<file path="config.mk">
export PLATFORM = sky130hd
export DESIGN_NAME = fetch_ir_unit
export DESIGN_NICKNAME = d
export VERILOG_FILES = /design/src/rtl/cpu_pkg.sv /design/src/rtl/branch_cond.sv /design/src/rtl/fetch_ir_unit.sv
export SDC_FILE = /design/constraint.sdc
export NUM_CORES = 1
export LEC_CHECK = 0
export ABC_AREA = 1
export CAP_MARGIN = 20
export CORE_UTILIZATION = 40
export DETAILED_ROUTE_END_ITERATION = 16
export GPL_ROUTABILITY_DRIVEN = 0
export PLACE_DENSITY = 0.83
export SLEW_MARGIN = 15
export SYNTH_ARGS = -nofsm -noshare
export SYNTH_HDL_FRONTEND = slang
export SYNTH_SLANG_ARGS = --single-unit
</file>
<file path="constraint.sdc">
create_clock -name clock -period 1.8 [get_ports clock]
set_clock_uncertainty 0.05 [all_clocks]
set_input_delay 0.36 -clock clock [delete_from_list [all_inputs] [get_ports clock]]
set_output_delay 0.36 -clock clock [all_outputs]
set_load 0.1 [all_outputs]
</file>
<file path="src/rtl/cpu_pkg.sv">
// rtl/cpu_pkg.sv - shared opcode, PC-source and instruction-field definitions
package cpu_pkg;

  localparam logic [5:0] OP_NOOP = 6'b000000;
  localparam logic [5:0] OP_J    = 6'b000001;
  localparam logic [5:0] OP_ADDI = 6'b000010;
  localparam logic [5:0] OP_LUI  = 6'b000011;
  localparam logic [5:0] OP_AND  = 6'b000100;
  localparam logic [5:0] OP_SW   = 6'b000101;
  localparam logic [5:0] OP_SWI  = 6'b000110;
  localparam logic [5:0] OP_LW   = 6'b000111;
  localparam logic [5:0] OP_LWI  = 6'b001000;
  localparam logic [5:0] OP_BEQ  = 6'b100000;
  localparam logic [5:0] OP_BNE  = 6'b100001;
  localparam logic [5:0] OP_BLT  = 6'b100010;

  localparam logic [1:0] PCSRC_ALU    = 2'b00;
  localparam logic [1:0] PCSRC_ALUOUT = 2'b01;
  localparam logic [1:0] PCSRC_JUMP   = 2'b10;

  localparam int OPC_MSB = 31;
  localparam int OPC_LSB = 26;
  localparam int RS_MSB  = 25;
  localparam int RS_LSB  = 21;
  localparam int RT_MSB  = 20;
  localparam int RT_LSB  = 16;
  localparam int RD_MSB  = 15;
  localparam int RD_LSB  = 11;
  localparam int IMM_MSB = 15;
  localparam int IMM_LSB = 0;
  localparam int JIDX_MSB = 25;

  // Jump target keeps the current 256 MB region and word-aligns the index.
  function automatic logic [31:0] jump_addr(input logic [31:0] pc_v, input logic [31:0] ir_v);
    return {pc_v[31:28], ir_v[JIDX_MSB:0], 2'b00};
  endfunction

endpackage

</file>
<file path="src/rtl/branch_cond.sv">
// rtl/branch_cond.sv - branch take decision from opcode and ALU flags
module branch_cond
  import cpu_pkg::*;
(
  input  logic [5:0] opcode_i,
  input  logic       alu_zero_i,
  input  logic       alu_neg_i,
  output logic       take_o
);

  always_comb begin
    take_o = 1'b0;
    case (opcode_i)
      OP_BEQ:  take_o = alu_zero_i;
      OP_BNE:  take_o = ~alu_zero_i;
      OP_BLT:  take_o = alu_neg_i;
      default: take_o = 1'b0;
    endcase
  end

endmodule

</file>
<file path="src/rtl/fetch_ir_unit.sv">
// rtl/fetch_ir_unit.sv - PC/IR holder with stalling fetch; FETCH_PERF_COUNTERS_EN adds counters
module fetch_ir_unit
  import cpu_pkg::*;
#(
  parameter int              XLEN     = 32,
  parameter logic [XLEN-1:0] RESET_PC = 32'h0000_0000
) (
  input  logic            clock,
  input  logic            reset,
  input  logic            IRWrite,
  input  logic            PCWrite,
  input  logic            PCWriteCond,
  input  logic [1:0]      PCSource,
  input  logic [XLEN-1:0] alu_result,
  input  logic [XLEN-1:0] alu_out,
  input  logic            alu_zero,
  input  logic            alu_neg,
  input  logic [XLEN-1:0] mem_rdata,
  input  logic            mem_rvalid,
  output logic [XLEN-1:0] mem_addr,
  output logic            fetch_req,
  output logic            stall,
  output logic [XLEN-1:0] pc,
  output logic [XLEN-1:0] ir,
  output logic [5:0]      opcode,
  output logic [4:0]      rs,
  output logic [4:0]      rt,
  output logic [4:0]      rd,
  output logic [15:0]     imm16,
`ifdef FETCH_PERF_COUNTERS_EN
  output logic [31:0]     instr_count,
  output logic [31:0]     branch_taken_count,
  output logic [31:0]     stall_cycles,
`endif
  output logic [XLEN-1:0] jump_target
);

  localparam logic [0:0] ST_IDLE = 1'b0;
  localparam logic [0:0] ST_WAIT = 1'b1;

  logic [0:0]      state_q, state_d;
  logic [XLEN-1:0] pc_q, pc_d;
  logic [XLEN-1:0] ir_q, ir_d;
  logic            pend_we_q, pend_we_d;
  logic [XLEN-1:0] pend_pc_q, pend_pc_d;

  logic            take;
  logic            pc_we;
  logic            br_we;
  logic [XLEN-1:0] pc_target;
  logic            idle_miss;
  logic            ir_cap;

  branch_cond u_branch_cond (
    .opcode_i   (opcode),
    .alu_zero_i (alu_zero),
    .alu_neg_i  (alu_neg),
    .take_o     (take)
  );

  assign opcode      = ir_q[OPC_MSB:OPC_LSB];
  assign rs          = ir_q[RS_MSB:RS_LSB];
  assign rt          = ir_q[RT_MSB:RT_LSB];
  assign rd          = ir_q[RD_MSB:RD_LSB];
  assign imm16       = ir_q[IMM_MSB:IMM_LSB];
  assign jump_target = jump_addr(pc_q, ir_q);
  assign pc          = pc_q;
  assign ir          = ir_q;
  assign mem_addr    = pc_q;

  always_comb begin
    pc_target = '0;
    case (PCSource)
      PCSRC_ALU:    pc_target = alu_result;
      PCSRC_ALUOUT: pc_target = alu_out;
      PCSRC_JUMP:   pc_target = jump_target;
      default:      pc_target = '0;
    endcase
  end

  // PCSource 11 is reserved and suppresses every PC write.
  assign pc_we = (PCWrite | (PCWriteCond & take)) & (PCSource != 2'b11);
  assign br_we = PCWriteCond & take & ~PCWrite & (PCSource != 2'b11);

  assign idle_miss = (state_q == ST_IDLE) & IRWrite & ~mem_rvalid;
  assign stall     = (state_q == ST_WAIT) | idle_miss;
  assign fetch_req = (state_q == ST_WAIT) | IRWrite;
  assign ir_cap    = mem_rvalid & ((state_q == ST_WAIT) | IRWrite);

  always_comb begin
    state_d   = state_q;
    pc_d      = pc_q;
    ir_d      = ir_q;
    pend_we_d = pend_we_q;
    pend_pc_d = pend_pc_q;
    case (state_q)
      ST_IDLE: begin
        if (idle_miss) begin
          state_d   = ST_WAIT;
          pend_we_d = pc_we;
          pend_pc_d = pc_target;
        end else begin
          if (IRWrite) ir_d = mem_rdata;
          if (pc_we) pc_d = pc_target;
        end
      end
      default: begin
        if (mem_rvalid) begin
          state_d   = ST_IDLE;
          ir_d      = mem_rdata;
          pend_we_d = 1'b0;
          if (pend_we_q) pc_d = pend_pc_q;
        end
      end
    endcase
  end

  always_ff @(posedge clock) begin
    if (reset) begin
      state_q   <= ST_IDLE;
      pc_q      <= RESET_PC;
      ir_q      <= '0;
      pend_we_q <= 1'b0;
      pend_pc_q <= '0;
    end else begin
      state_q   <= state_d;
      pc_q      <= pc_d;
      ir_q      <= ir_d;
      pend_we_q <= pend_we_d;
      pend_pc_q <= pend_pc_d;
    end
  end

`ifdef FETCH_PERF_COUNTERS_EN
  logic [31:0] instr_count_q, instr_count_d;
  logic [31:0] br_count_q, br_count_d;
  logic [31:0] stall_cnt_q, stall_cnt_d;
  logic        pend_br_q, pend_br_d;
  logic        br_done;

  // A stalled branch is only counted once its deferred write lands.
  always_comb begin
    pend_br_d = pend_br_q;
    br_done   = 1'b0;
    if (state_q == ST_IDLE) begin
      if (idle_miss) pend_br_d = br_we;
      else           br_done   = br_we;
    end else if (mem_rvalid) begin
      br_done   = pend_br_q;
      pend_br_d = 1'b0;
    end
    instr_count_d = instr_count_q + {31'd0, ir_cap};
    br_count_d    = br_count_q + {31'd0, br_done};
    stall_cnt_d   = stall_cnt_q + {31'd0, stall};
  end

  always_ff @(posedge clock) begin
    if (reset) begin
      instr_count_q <= '0;
      br_count_q    <= '0;
      stall_cnt_q   <= '0;
      pend_br_q     <= 1'b0;
    end else begin
      instr_count_q <= instr_count_d;
      br_count_q    <= br_count_d;
      stall_cnt_q   <= stall_cnt_d;
      pend_br_q     <= pend_br_d;
    end
  end

  assign instr_count        = instr_count_q;
  assign branch_taken_count = br_count_q;
  assign stall_cycles       = stall_cnt_q;
`else
  logic unused_cap;
  assign unused_cap = ir_cap | br_we;
`endif

endmodule

</file>
==> results.json <==
{
  "post-route-min-period_ps": 1780,
  "grt_use_total": 0.294,
  "io_pins": 273,
  "grt_max_degree": 51,
  "synth_most_common_cell": "nand2_1",
  "startpoint_type": "flip-flop",
  "dp_hpwl_microns": 15100,
  "drc": 0,
  "cellLeakagePower_nw": 4.03,
  "peakVddDrop_mv": 0.540,
  "ys.flop_type": "dfxtp_1",
  "clk_root_buffer_cell": "clkbuf_16",
  "drt_iter0_drc": 602,
  "total_power_mw": 9.50,
  "clock_path_buffers": 2,
  "synth.area.top_cells": "dfxtp_1, buf_4, nand2_1",
  "fillers": 796,
  "cts-buffers-inserted": 9,
  "worstSetupPathType": "reg -> reg",
  "grt-ovfl-total": 0,
  "holdCritStartpoint": "pend_pc_q[15]",
  "yosysSeqAreaShare": 0.366,
  "hold_buffers": 0,
  "ant_nets": 0,
  "holdPathStages": 2,
  "synth_top_cells_by_count": "nand2_1, buf_4, dfxtp_1",
  "ys_warn_count": 0,
  "cap_violations": 0,
  "wl_per_cell_microns": 18.7,
  "fp.dieH_microns": 118,
  "nNetsFinal": 1046,
  "slew_viol_final": 0,
  "setup_total_negative_slack_ps": 0,
  "max_freq_ghz": 0.562,
  "h-tree-depth": 3,
  "synthArstFlopShare": 0,
  "min_to": "pend_pc_q[15]",
  "r2r_end": "mem_addr[17]",
  "cts_tree": "yes",
  "core_sq_mm": 0.0128,
  "required_ps": 1990,
  "synth_top_area_share": 0.366,
  "yosysTopAreaCell": "dfxtp_1",
  "synth_edf_count": 0,
  "crit_path_end_kind": "flip-flop",
  "drive_above_1_share": 0.291,
  "port_buffers": 270,
  "r2r_start": "ir[26]",
  "clock_latency_ps": 350,
  "die_w_microns": 118,
  "critPathMaxFanout": 17,
  "initial_utilization": 0.418,
  "powerDensity_mw_per_mm2": 968,
  "synth_cell_types": 29,
  "drt_wl_total_microns": 20900,
  "synth_area_per_cell_sq_um": 7.01,
  "grt_pass1_wl_microns": 32300,
  "crit_start": "ir[26]",
  "num_vias": 6094,
  "finalCritPeriodShare": 0.989,
  "setup_violations": 0,
  "clk_pin_slew_worst_paths_ps": 70,
  "antenna_found_initial": 0,
  "r2r_cells": 12,
  "drt-pass1-iter-count": 5,
  "hp-class": "reg -> reg",
  "die_area_sq_mm": 0.0139,
  "reg2reg_slack_ps": 20,
  "cts.sinks": 98,
  "syn_inst": 765,
  "synth_seq_cells": 98,
  "diodes": 0,
  "outcome": "completed",
  "row_count": 41,
  "syn-cell-area_sq_mm": 0.00537,
  "grt_pass1_vias": 6007,
  "crit_arrival_ps": 1970,
  "area_delta_synth_final_pct": 82.9,
  "hold_viol": 0,
  "via_per_inst": 5.46
}
-- where the power goes --
group	switching (mW)	total [mW]	leakage (nW)	internal, mW
sequential	0.350	2.70	0.819	2.35
combinational	3.00	4.66	3.05	1.66
clock	0.872	2.13	0.159	1.26
-- metrics by stage --
stage               setup slack [ps]  std cells  hold WS (ps)  utilization  area (sq um)
finish                          19.8       1117           414        0.765          9810
global route                   -69.7       1117           441        0.765          9810
CTS                             3.45       1113           416        0.760          9740
detailed placement              -486       1094           402        0.731          9370
global placement                -423       1094           395        0.731          9370
floorplan                       16.1        766           385            -          5420
-- flip-flops by register name, summed over array words and instances, names as in the netlist --
name and flops:
mem_addr 32, pend_pc_q 32, state_q 1, pend_we_q 1, ir 32
-- cells in the final DEF (no fill, tap or decap), types with 2 or more instances in the layout --
cell type	n
inv_1	24
clkbuf_16	10
a41oi_1	2
clkdlybuf4s50_1	103
dfxtp_2	37
o211ai_1	8
nand4_1	6
nand2_4	2
buf_12	176
a22oi_1	6
nor2_4	4
nand3_1	55
inv_2	4
buf_4	29
a22oi_2	2
dfxtp_1	61
o21ai_1	4
conb_1	2
o21ai_0	56
clkinv_4	2
a211oi_1	9
nand2_1	165
a31oi_1	2
bufinv_16	2
a21oi_1	62
nor2_1	90
mux2i_1	10
-- worst max-delay path by stage --
stage | endpoint | slack [ps] | cells past startpoint
floorplan | pc[0] | 20 | 1
global placement | mem_addr[12] | -420 | 9
detailed placement | mem_addr[12] | -490 | 9
CTS | stall | 3 | 4
global route | mem_addr[10] | -70 | 11
finish | mem_addr[17] | 20 | 12
-- cell type report --
cell class,instances,area [sq um],area share
clock buffers,10,239,0.0243
clock inverters,6,90.1,0.00918
inverters,30,115,0.0117
multi-input cells,490,2330,0.237
flip-flops and latches,98,2010,0.205
well taps,172,215,0.0219
repair buffers,311,4820,0.491
-- critical path, stage by stage (launching register included) --
cell,delay [ps]
dfxtp_2,420
inv_1,100
nand2_1,70
nand2_1,50
nand2_1,70
inv_1,40
nand2_1,60
nand2_1,90
nand2_1,170
nand2_4,130
clkbuf_16,210
a21oi_1,160
nor2_1,70
-- routing by layer --
metal,track usage,part of all wire,up-vias
met5,0,0,-
met4,0.172,0.052,0
met3,0.0615,0.088,91
met2,0.503,0.50,432
met1,0.336,0.36,2814
li1,-,-,2757
-- cell families after synthesis --
logic type | synth area share
flops | 0.366
other cells | 0.000699
compound gates | 0.157
mux | 0.0187
simple gates | 0.249
buf+inv | 0.208
-- repair_timing --
action / 4_1_cts / 5_1_grt
resized for setup: 2 / 8
gates cloned: 1 / 1
pin swaps: 1 / 1
setup endpoints to repair: 26 / 38
setup buffers: 2 / 3
Power figures use the tool's default switching activity.
